## src/rtl/counter_arbiter.sv

```systemverilog
// Round-robin arbiter that lends one up-counter to two requesters for timed runs.
// Every output is registered and shows the action of the state the FSM has just left.
module counter_arbiter #(
  parameter int WIDTH = 4
) (
  input  logic             clk,
  input  logic             rst,
  input  logic [1:0]       req_i,
  input  logic [WIDTH-1:0] len0_i,
  input  logic [WIDTH-1:0] len1_i,
  input  logic             tick_i,
  output logic [1:0]       gnt_o,
  output logic [WIDTH-1:0] count_o,
  output logic [1:0]       done_o,
  output logic             busy_o
);

  typedef enum logic [1:0] {IDLE, LOAD, COUNT, DONE} state_e;

  state_e           state_q, state_d;
  logic [1:0]       gnt_q, gnt_d;
  logic [WIDTH-1:0] count_q, count_d;
  logic [WIDTH-1:0] lenSel_q, lenSel_d;
  logic [1:0]       done_q, done_d;
  logic             busy_q, busy_d;
  logic             last_q, last_d;
  logic             winner_q, winner_d;
  logic             winnerReq;
  logic [1:0]       winnerOneHot;

  assign winnerReq    = req_i[winner_q];
  assign winnerOneHot = winner_q ? 2'b10 : 2'b01;

  // last resets to 1 so requester 0 takes the first tie
  always_ff @(posedge clk or posedge rst) begin
    if (rst) begin
      state_q  <= IDLE;
      gnt_q    <= '0;
      count_q  <= '0;
      lenSel_q <= '0;
      done_q   <= '0;
      busy_q   <= 1'b0;
      last_q   <= 1'b1;
      winner_q <= 1'b0;
    end else begin
      state_q  <= state_d;
      gnt_q    <= gnt_d;
      count_q  <= count_d;
      lenSel_q <= lenSel_d;
      done_q   <= done_d;
      busy_q   <= busy_d;
      last_q   <= last_d;
      winner_q <= winner_d;
    end
  end

  always_comb begin
    state_d = state_q;
    unique case (state_q)
      IDLE:  if (|req_i) state_d = LOAD;
      LOAD:  state_d = winnerReq ? COUNT : IDLE;
      COUNT: begin
        if (!winnerReq) begin
          state_d = IDLE;
        end else if (tick_i && (count_q == lenSel_q)) begin
          state_d = DONE;
        end
      end
      DONE:  state_d = IDLE;
      default: state_d = IDLE;
    endcase
  end

  // An abort wins over counting; count saturates at lenSel instead of wrapping
  always_comb begin
    gnt_d    = gnt_q;
    count_d  = count_q;
    lenSel_d = lenSel_q;
    done_d   = '0;
    busy_d   = (state_q != IDLE);
    last_d   = last_q;
    winner_d = winner_q;
    unique case (state_q)
      IDLE: begin
        gnt_d = '0;
        if (|req_i) begin
          winner_d = (req_i == 2'b11) ? ~last_q : req_i[1];
        end
      end
      LOAD: begin
        last_d   = winner_q;
        lenSel_d = winner_q ? len1_i : len0_i;
        if (winnerReq) begin
          gnt_d   = winnerOneHot;
          count_d = '0;
        end else begin
          gnt_d = '0;
        end
      end
      COUNT: begin
        if (!winnerReq) begin
          gnt_d = '0;
        end else if (tick_i && (count_q != lenSel_q)) begin
          count_d = count_q + 1'b1;
        end
      end
      DONE: done_d = winnerOneHot;
      default: ;
    endcase
  end

  assign gnt_o   = gnt_q;
  assign count_o = count_q;
  assign done_o  = done_q;
  assign busy_o  = busy_q;

endmodule
```

## config.mk

```make
export PLATFORM = sky130hd
export DESIGN_NAME = counter_arbiter
export DESIGN_NICKNAME = d
export VERILOG_FILES = /design/src/rtl/counter_arbiter.sv
export SDC_FILE = /design/constraint.sdc
export NUM_CORES = 1
export LEC_CHECK = 0
export BUFFER_PORTS_ARGS = -buffer_cell sky130_fd_sc_hd__buf_2
export CAP_MARGIN = 20
export CORE_UTILIZATION = 51
export DETAILED_ROUTE_END_ITERATION = 8
export GPL_TIMING_DRIVEN = 0
export PLACE_DENSITY = 0.77
export SLEW_MARGIN = 20
export SYNTH_ARGS = -nofsm -noshare
export SYNTH_HDL_FRONTEND = slang
export SYNTH_SLANG_ARGS = --single-unit
```

## constraint.sdc

```tcl
create_clock -name clk -period 1.7 [get_ports clk]
set_input_delay 0.425 -clock clk [delete_from_list [all_inputs] [get_ports clk]]
set_output_delay 0.425 -clock clk [all_outputs]
set_load 0.05 [all_outputs]
```

* After elaboration in Yosys (flattened, before gate mapping)
Index checks and enable logic that the tools add are counted.
** Cells by class
- Mux-type cells :: 18
- Reduce and logical (&&, ||, !) cells :: 11
- Bitwise logic cells :: 1
- Add/subtract/negate cells :: 1
- Magnitude comparators :: 1
- Eq/ne operators :: 12
** Operators by type and width (count)
- $mux 2 :: 8
- $mux 4 :: 4
- $ne 2x2->1 const B :: 5
- $pmux 2 s4 :: 1
- $pmux 4 s2 :: 1
- $eq 2x2->1 const B :: 3
- $pmux 2 s3 :: 1
- $reduce_and 2->1 :: 3
- $add 4x1->4 const B :: 1
- $eq 4x4->1 :: 1
- $ne 4x4->1 :: 1
- $reduce_and 4->1 :: 1
- $reduce_bool 2->1 :: 2
- $mux 1 :: 3
- $ne 3x3->1 const B :: 1
- $reduce_bool 3->1 :: 1
- $eq 2x1->1 const B :: 1
- $logic_and 1x1->1 :: 2
- $logic_not 2->1 :: 1
- $lt 1x2->1 const B :: 1
- $reduce_or 2->1 :: 1
- $not 1->1 :: 1
** Word-level totals
- Bits in registers :: 17
- Input bits :: 13
- Output and inout bits :: 9
- Logic and storage cells :: 52

* Longest topological paths before layout
Gate-level depths: netlist of the first run.
- Word-level depth :: 5
- Mapped depth :: 5
- Mapped depth without buffers :: 4

* Worst setup path before layout of the first run
No wires, ideal clock.
- Kind :: reg2reg
- Start :: reg count_q[2] (netlist: count_o[2])
- End :: reg count_q[3] (netlist: count_o[3])
- Stages on the path, launching flop included :: 5
- Setup time :: 134 ps
- Clock period less this slack :: 1606 ps
- Buffers on the path :: 0
- Required time :: 1566 ps
- Path slack :: 94 ps
- Arrival time :: 1473 ps
- Cells stage by stage :: dfrtp_1 > xnor2_1 > a41oi_2 > a41o_1 > o211ai_2
** On the way
- Longest elaborated chain between the ends :: 4
- Elaborated cells between the ends (all ways) :: 8
- Those cells by class :: 1 x add/sub; 2 x eq/ne; 3 x mux; 2 x reduce/logical
** Ends and longest elaborated chain
- start, declared :: line 22 : logic [WIDTH-1:0] count_q, count_d;
- start signal, assigned :: line 48 : count_q <= count_d;
- $add 4x1->4 / $ne 4x4->1 (equally long branches) :: line 104, 103
- $mux 4 / $logic_and 1x1->1 (equally long branches) :: line 103 : end else if (tick_i && (count_q != lenSel_q)) begin
- $mux 4 / $ne 2x2->1 (equally long branches)
- $pmux 4 s2 / $reduce_and 4->1 (equally long branches)
Parallel ways exist; a longest one is shown, timed or not. The select of a mux whose other input is x is not followed.
A chain may end at the register's enable or synchronous reset.

* Worst setup path in the final report of the first run
- Start :: reg count_q[2] (netlist: count_o[2])
- End :: reg count_q[2] (netlist: count_o[2])
The elaborated chain is that of the path after synthesis.

==> flow_summary.toml, run 1 <==
[status]
status = "completed"

[sta]
layout_setup_ws_ns = 0.163
rsz0062_at_grt = "no"
relSlewSlack = 0.574
tightestPinTransition_ns = 0.638
final.setup.tns_ns = 0
final.period_utilization = 0.904
finalCriticalPeriod_ns = 1.54
finalMaxSlewViolations = 0
hold_viol = 0
finalSetupViolations = 0
max_freq_mhz = 650
skew_ns = 0.00363

[clock_tree]
clockBufferDepth = 2
cts_setup_buffers = 0
clockRootBuffer = "clkbuf_4"
htree_num_levels = 1
clk_latency_ns = 0.29
path_clk_slew_ns = 0.10
cts-hold-fix-buffers = 0
cts.sinks = 17
cts.repair.resized = 0
tritoncts = "yes"
cts-buffers-inserted = 3

[setup_path]
cp-end-kind = "flip-flop"
critPathKind = "flip-flop to flip-flop"
slowest_stage = "dfrtp_1"
critPathTopFamily = "compound AO/OA/AOI/OAI gates"
start_kind = "flip-flop"
path_buf_inv = 0
crit_fanout = 6
slowest_delay_ns = 0.47
required_ns = 1.93
crit_chain = "xnor2_1 > a41oi_2 > a211o_1 > nand3_1"
cp.arrival_ns = 1.77

[synth]
syn_nets = 104
synth_compound_area_frac = 0.198
synth.yosys.seq_area_share = 0.476
synth_fa_ha_area_frac = 0.0140
ys_types = 35
syn_area_um2 = 896
synth_top_family_by_area = "compound AO/OA/AOI/OAI gates"
ys.flop_type = "dfrtp_1"
synth_edf_count = 0
yosys_warnings = 0
synth.most_common_cell = "dfrtp_1"
ys_seq_elements = 17
synthXorXnorAreaFrac = 0.0391
synth_commonest_cells = "dfrtp_1, nand2_1, nor2_1, o21ai_0, mux2i_1"
yosys.area_share.simple = 0.151
netlist_instances = 90
synth_top_area_share = 0.447
synth_largest_area_cell = "dfrtp_1"
synth_mux_area_frac = 0.0810
synth_area_per_cell_um2 = 9.95
ys_async_sr_fraction = 1.00
synthTopCellsByArea = "dfrtp_1, mux2i_1, nand2_1"

[placement]
place_congestion = 0.850
portBuffers = 21
pre_cts_slack_ns = 0.161
dp_hpwl_um = 1240
dp.cells = 127

[flow_run]
cap_violations = 0

[power_and_ir_drop]
power_mw = 2.08
p_sw_mw = 1.02
clock_power_share = 0.103
power.internal_mw = 1.05
swShare = 0.492
combinationalPowerShare = 0.539
vdd_drop_max_mv = 0.967
leakagePower_nw = 0.508
p_per_area_mw_per_mm2 = 1980
power_frac_seq = 0.358

[global_routing]
grt_pass1_wl_um = 2680
grt_max_degree = 18
grt_overflow = 0
antenna_found_initial = 0
track_usage = 0.191
grt_pass1_vias = 672

[floorplan]
ios = 22
core_area_mm2 = 0.00158
die_area_mm2 = 0.00193
rows = 14
die_w_um = 43.9
fp.dieH_um = 43.9
start_util = 0.568

[drt]
drcViolationCount = 0
vias = 734
drt-total-wl_um = 1650
avgRoutedWirePerCell_um = 12.6
vias_per_cell = 5.60
drt-initial-drc-count = 14
antenna_left = 0
first_pass_iters = 4

[layout]
nets = 130
syn_to_final_growth_pct = 16.9
instances_no_fill = 131
diodes = 0
utilization = 0.664
fillers = 141
drive_gt1_frac = 0.261

[worst_hold_path]
hold_path.class = "primary input to async pin"
[final timing paths]
path / from / end / slack (ns) / cells after the start
setup / recovery: count_o[2] / count_o[2] / 0.16 / 4
hold / removal: rst / count_o[2] / 0.20 / 2
setup reg to reg: count_o[2] / count_o[2] / 0.16 / 4
hold reg to reg: lenSel_q[2] / lenSel_q[2] / 0.51 / 2
max in group asynchronous: rst / lenSel_q[2] / 1.09 / 2
min in group clk: req_i[0] / winner_q / 0.36 / 2
[state kept, by name (all words and copies together) (netlist names)]
signal    cells
count_o       4
lenSel_q      4
done_o        2
gnt_o         2
state_q       2
busy_o        1
last_q        1
winner_q      1
[layout make-up]
class / count / area [um^2] / share of cell area
multi-input cells: 64 / 433 / 0.413
flip-flops and latches: 17 / 427 / 0.407
repair buffers: 21 / 105 / 0.100
clock buffers: 4 / 26.3 / 0.0251
inverters: 6 / 23.8 / 0.0227
well taps: 16 / 20.0 / 0.0191
plain buffers: 3 / 12.5 / 0.0119
[power groups by stage]
stage / Clock, mW / Sequential (mW) / Combinational (mW)
finish: 0.213 / 0.743 / 1.12
global route: 0.240 / 0.769 / 1.23
CTS: 0.222 / 0.744 / 1.13
global placement: 0 / 0.747 / 1.10
floorplan: 0 / 0.986 / 0.642
detailed placement: 0 / 0.753 / 1.12
[through the flow]
stage / hold slack (ns) / cell area (um^2)
floorplan: 0.350 / 896
global placement: 0.486 / 1020
detailed placement: 0.497 / 1020
CTS: 0.230 / 1050
global route: 0.240 / 1050
finish: 0.205 / 1050
[cell usage in the layout, fill, tap and decap left out, types with 2 or more instances in the layout]
master | Yosys | routed
clkbuf_4 | 0 | 3
nand4_1 | 3 | 3
mux2_1 | 2 | 2
o2bb2ai_1 | 2 | 2
mux2i_1 | 5 | 5
xnor2_1 | 4 | 4
nor2_1 | 7 | 7
inv_1 | 4 | 4
buf_2 | 1 | 22
nand2b_1 | 2 | 2
o21ai_0 | 7 | 7
nand2_1 | 11 | 11
clkbuf_1 | 2 | 3
dfrtp_1 | 16 | 16
a21oi_1 | 2 | 2
a31oi_1 | 2 | 2
[metal layers]
layer | GRT usage | vias to the layer above | routed length [um]
met5 | 0 | - | 0
met4 | 0.109 | 0 | 38
met3 | 0.0250 | 4 | 63
met2 | 0.343 | 21 | 808
met1 | 0.216 | 328 | 738
li1 | - | 381 | -
[cell families (layout without fill, tap and decap cells)]
group	count (synthesis)	after routing
flops	17	17
simple gates	29	29
buf+inv	9	34
mux	7	7
compound gates	23	23
fa+ha+maj	1	1
xor+xnor	4	4
Power figures use the tool's default switching activity.
==> run 2: changes to the inputs <==
PLACE_DENSITY = 0.87   (was 0.77)
SLEW_MARGIN = not set   (was 20)
==> flow_summary.toml, run 2 (synthesized netlist as in run 1, its figures left out) <==
[layout]
nets = 130
syn_to_final_growth_pct = 17.0
multi_input_area_um2 = 433
fillers = 134
final_area_mm2 = 0.00105
layout_commonest_cell = "buf_2"
diodes = 0
final_cell_mix = "buf_2, dfrtp_1, nand2_1, o21ai_0, nor2_1"
ff_latch_area_um2 = 427
drive_gt1_frac = 0.270

[setup_path]
slowest_stage = "dfrtp_1"
crit_fanout = 6
required_ns = 1.92
critPathTopFamily = "compound AO/OA/AOI/OAI gates"
critPathKind = "flip-flop to flip-flop"
cp-end-kind = "flip-flop"
slowest_delay_ns = 0.47
path_buf_inv = 0
start_kind = "flip-flop"
cp.arrival_ns = 1.80
crit_chain = "xnor2_1 > a41oi_1 > o21ai_0 > o2bb2ai_1"

[clock_tree]
cts_setup_buffers = 0
clk_latency_ns = 0.30
clockBufferDepth = 2
cts-hold-fix-buffers = 0
path_clk_slew_ns = 0.10
cts.sinks = 17
cts.repair.resized = 0
clockRootBuffer = "clkbuf_4"
tritoncts = "yes"
cts-buffers-inserted = 3
htree_num_levels = 1

[sta]
hold_viol = 0
finalCriticalPeriod_ns = 1.58
finalMaxSlewViolations = 0
max_freq_mhz = 632
tightestPinTransition_ns = 0.624
final.setup.tns_ns = 0
relSlewSlack = 0.583
skew_ns = 0.00257
final.period_utilization = 0.931
layout_setup_ws_ns = 0.118
rsz0062_at_grt = "no"
finalSetupViolations = 0
whs_ns = 0.189

[floorplan]
ios = 22
die_area_mm2 = 0.00193
core_area_mm2 = 0.00158
fp.dieH_um = 43.9
start_util = 0.568
rows = 14
die_w_um = 43.9

[worst_hold_path]
hold_path.class = "primary input to async pin"

[global_routing]
grt_pass1_wl_um = 3110
grt_max_degree = 18
track_usage = 0.230
grt_overflow = 0
antenna_found_initial = 0
grt_pass1_vias = 737

[placement]
portBuffers = 21
dpl_cell_area_mm2 = 0.00102
dp_hpwl_um = 1400
place_congestion = 0.846
pre_cts_slack_ns = 0.171

[drt]
vias = 796
antenna_left = 0
vias_per_cell = 6.08
drt-initial-drc-count = 28
avgRoutedWirePerCell_um = 14.7
drcViolationCount = 0
first_pass_iters = 7
drt-total-wl_um = 1930

[flow_run]
cap_violations = 0

[status]
status = "completed"

[power_and_ir_drop]
vdd_drop_max_mv = 1.05
power_mw = 2.12
p_per_area_mw_per_mm2 = 2020
leakagePower_nw = 0.510
[run 2: path summary, 6_finish.rpt]
check	start	slack [ns]	end	cells after the start
setup / recovery	count_o[0]	0.12	count_o[0]	4
hold / removal	rst	0.19	done_o[1]	2
setup reg to reg	count_o[0]	0.12	count_o[0]	4
hold reg to reg	lenSel_q[1]	0.51	lenSel_q[1]	2
max in group asynchronous	rst	1.11	busy_o	2
min in group clk	req_i[0]	0.36	winner_q	2
[run 2: routing by layer]
layer	vias up	GRT usage	part of all wire
li1	375	-	-
met1	376	0.241	0.40
met2	41	0.433	0.53
met3	4	0.0500	0.056
met4	0	0.103	0.011
met5	-	0	0
[run 2: layout make-up]
class                      instances  area share
clock buffer                       3      0.0215
clock inverter                     1     0.00477
sequential                        17       0.407
buffer                             3      0.0119
tap                               16      0.0191
timing repair buffer              21       0.100
inverter                           6      0.0227
multi-input combinational         64       0.413
[run 2: worst register-to-register path, cell delays in order, from the launching register on]
cell and delay, ns:
dfrtp_1 0.47, xnor2_1 0.33, a41oi_1 0.19, o21ai_0 0.35
o2bb2ai_1 0.18
[run 2: metrics by stage]
step,util,instances
2_1_floorplan,-,90
3_3_place_gp,0.648,127
3_5_place_dp,0.648,127
4_1_cts,0.665,131
5_1_grt,0.665,131
6_report,0.665,131
[run 2: where the power goes]
group          total [mW]  switching, mW  internal, mW
clock               0.220          0.132        0.0877
sequential          0.750          0.166         0.584
combinational        1.15          0.771         0.379
total                2.12           1.07          1.05
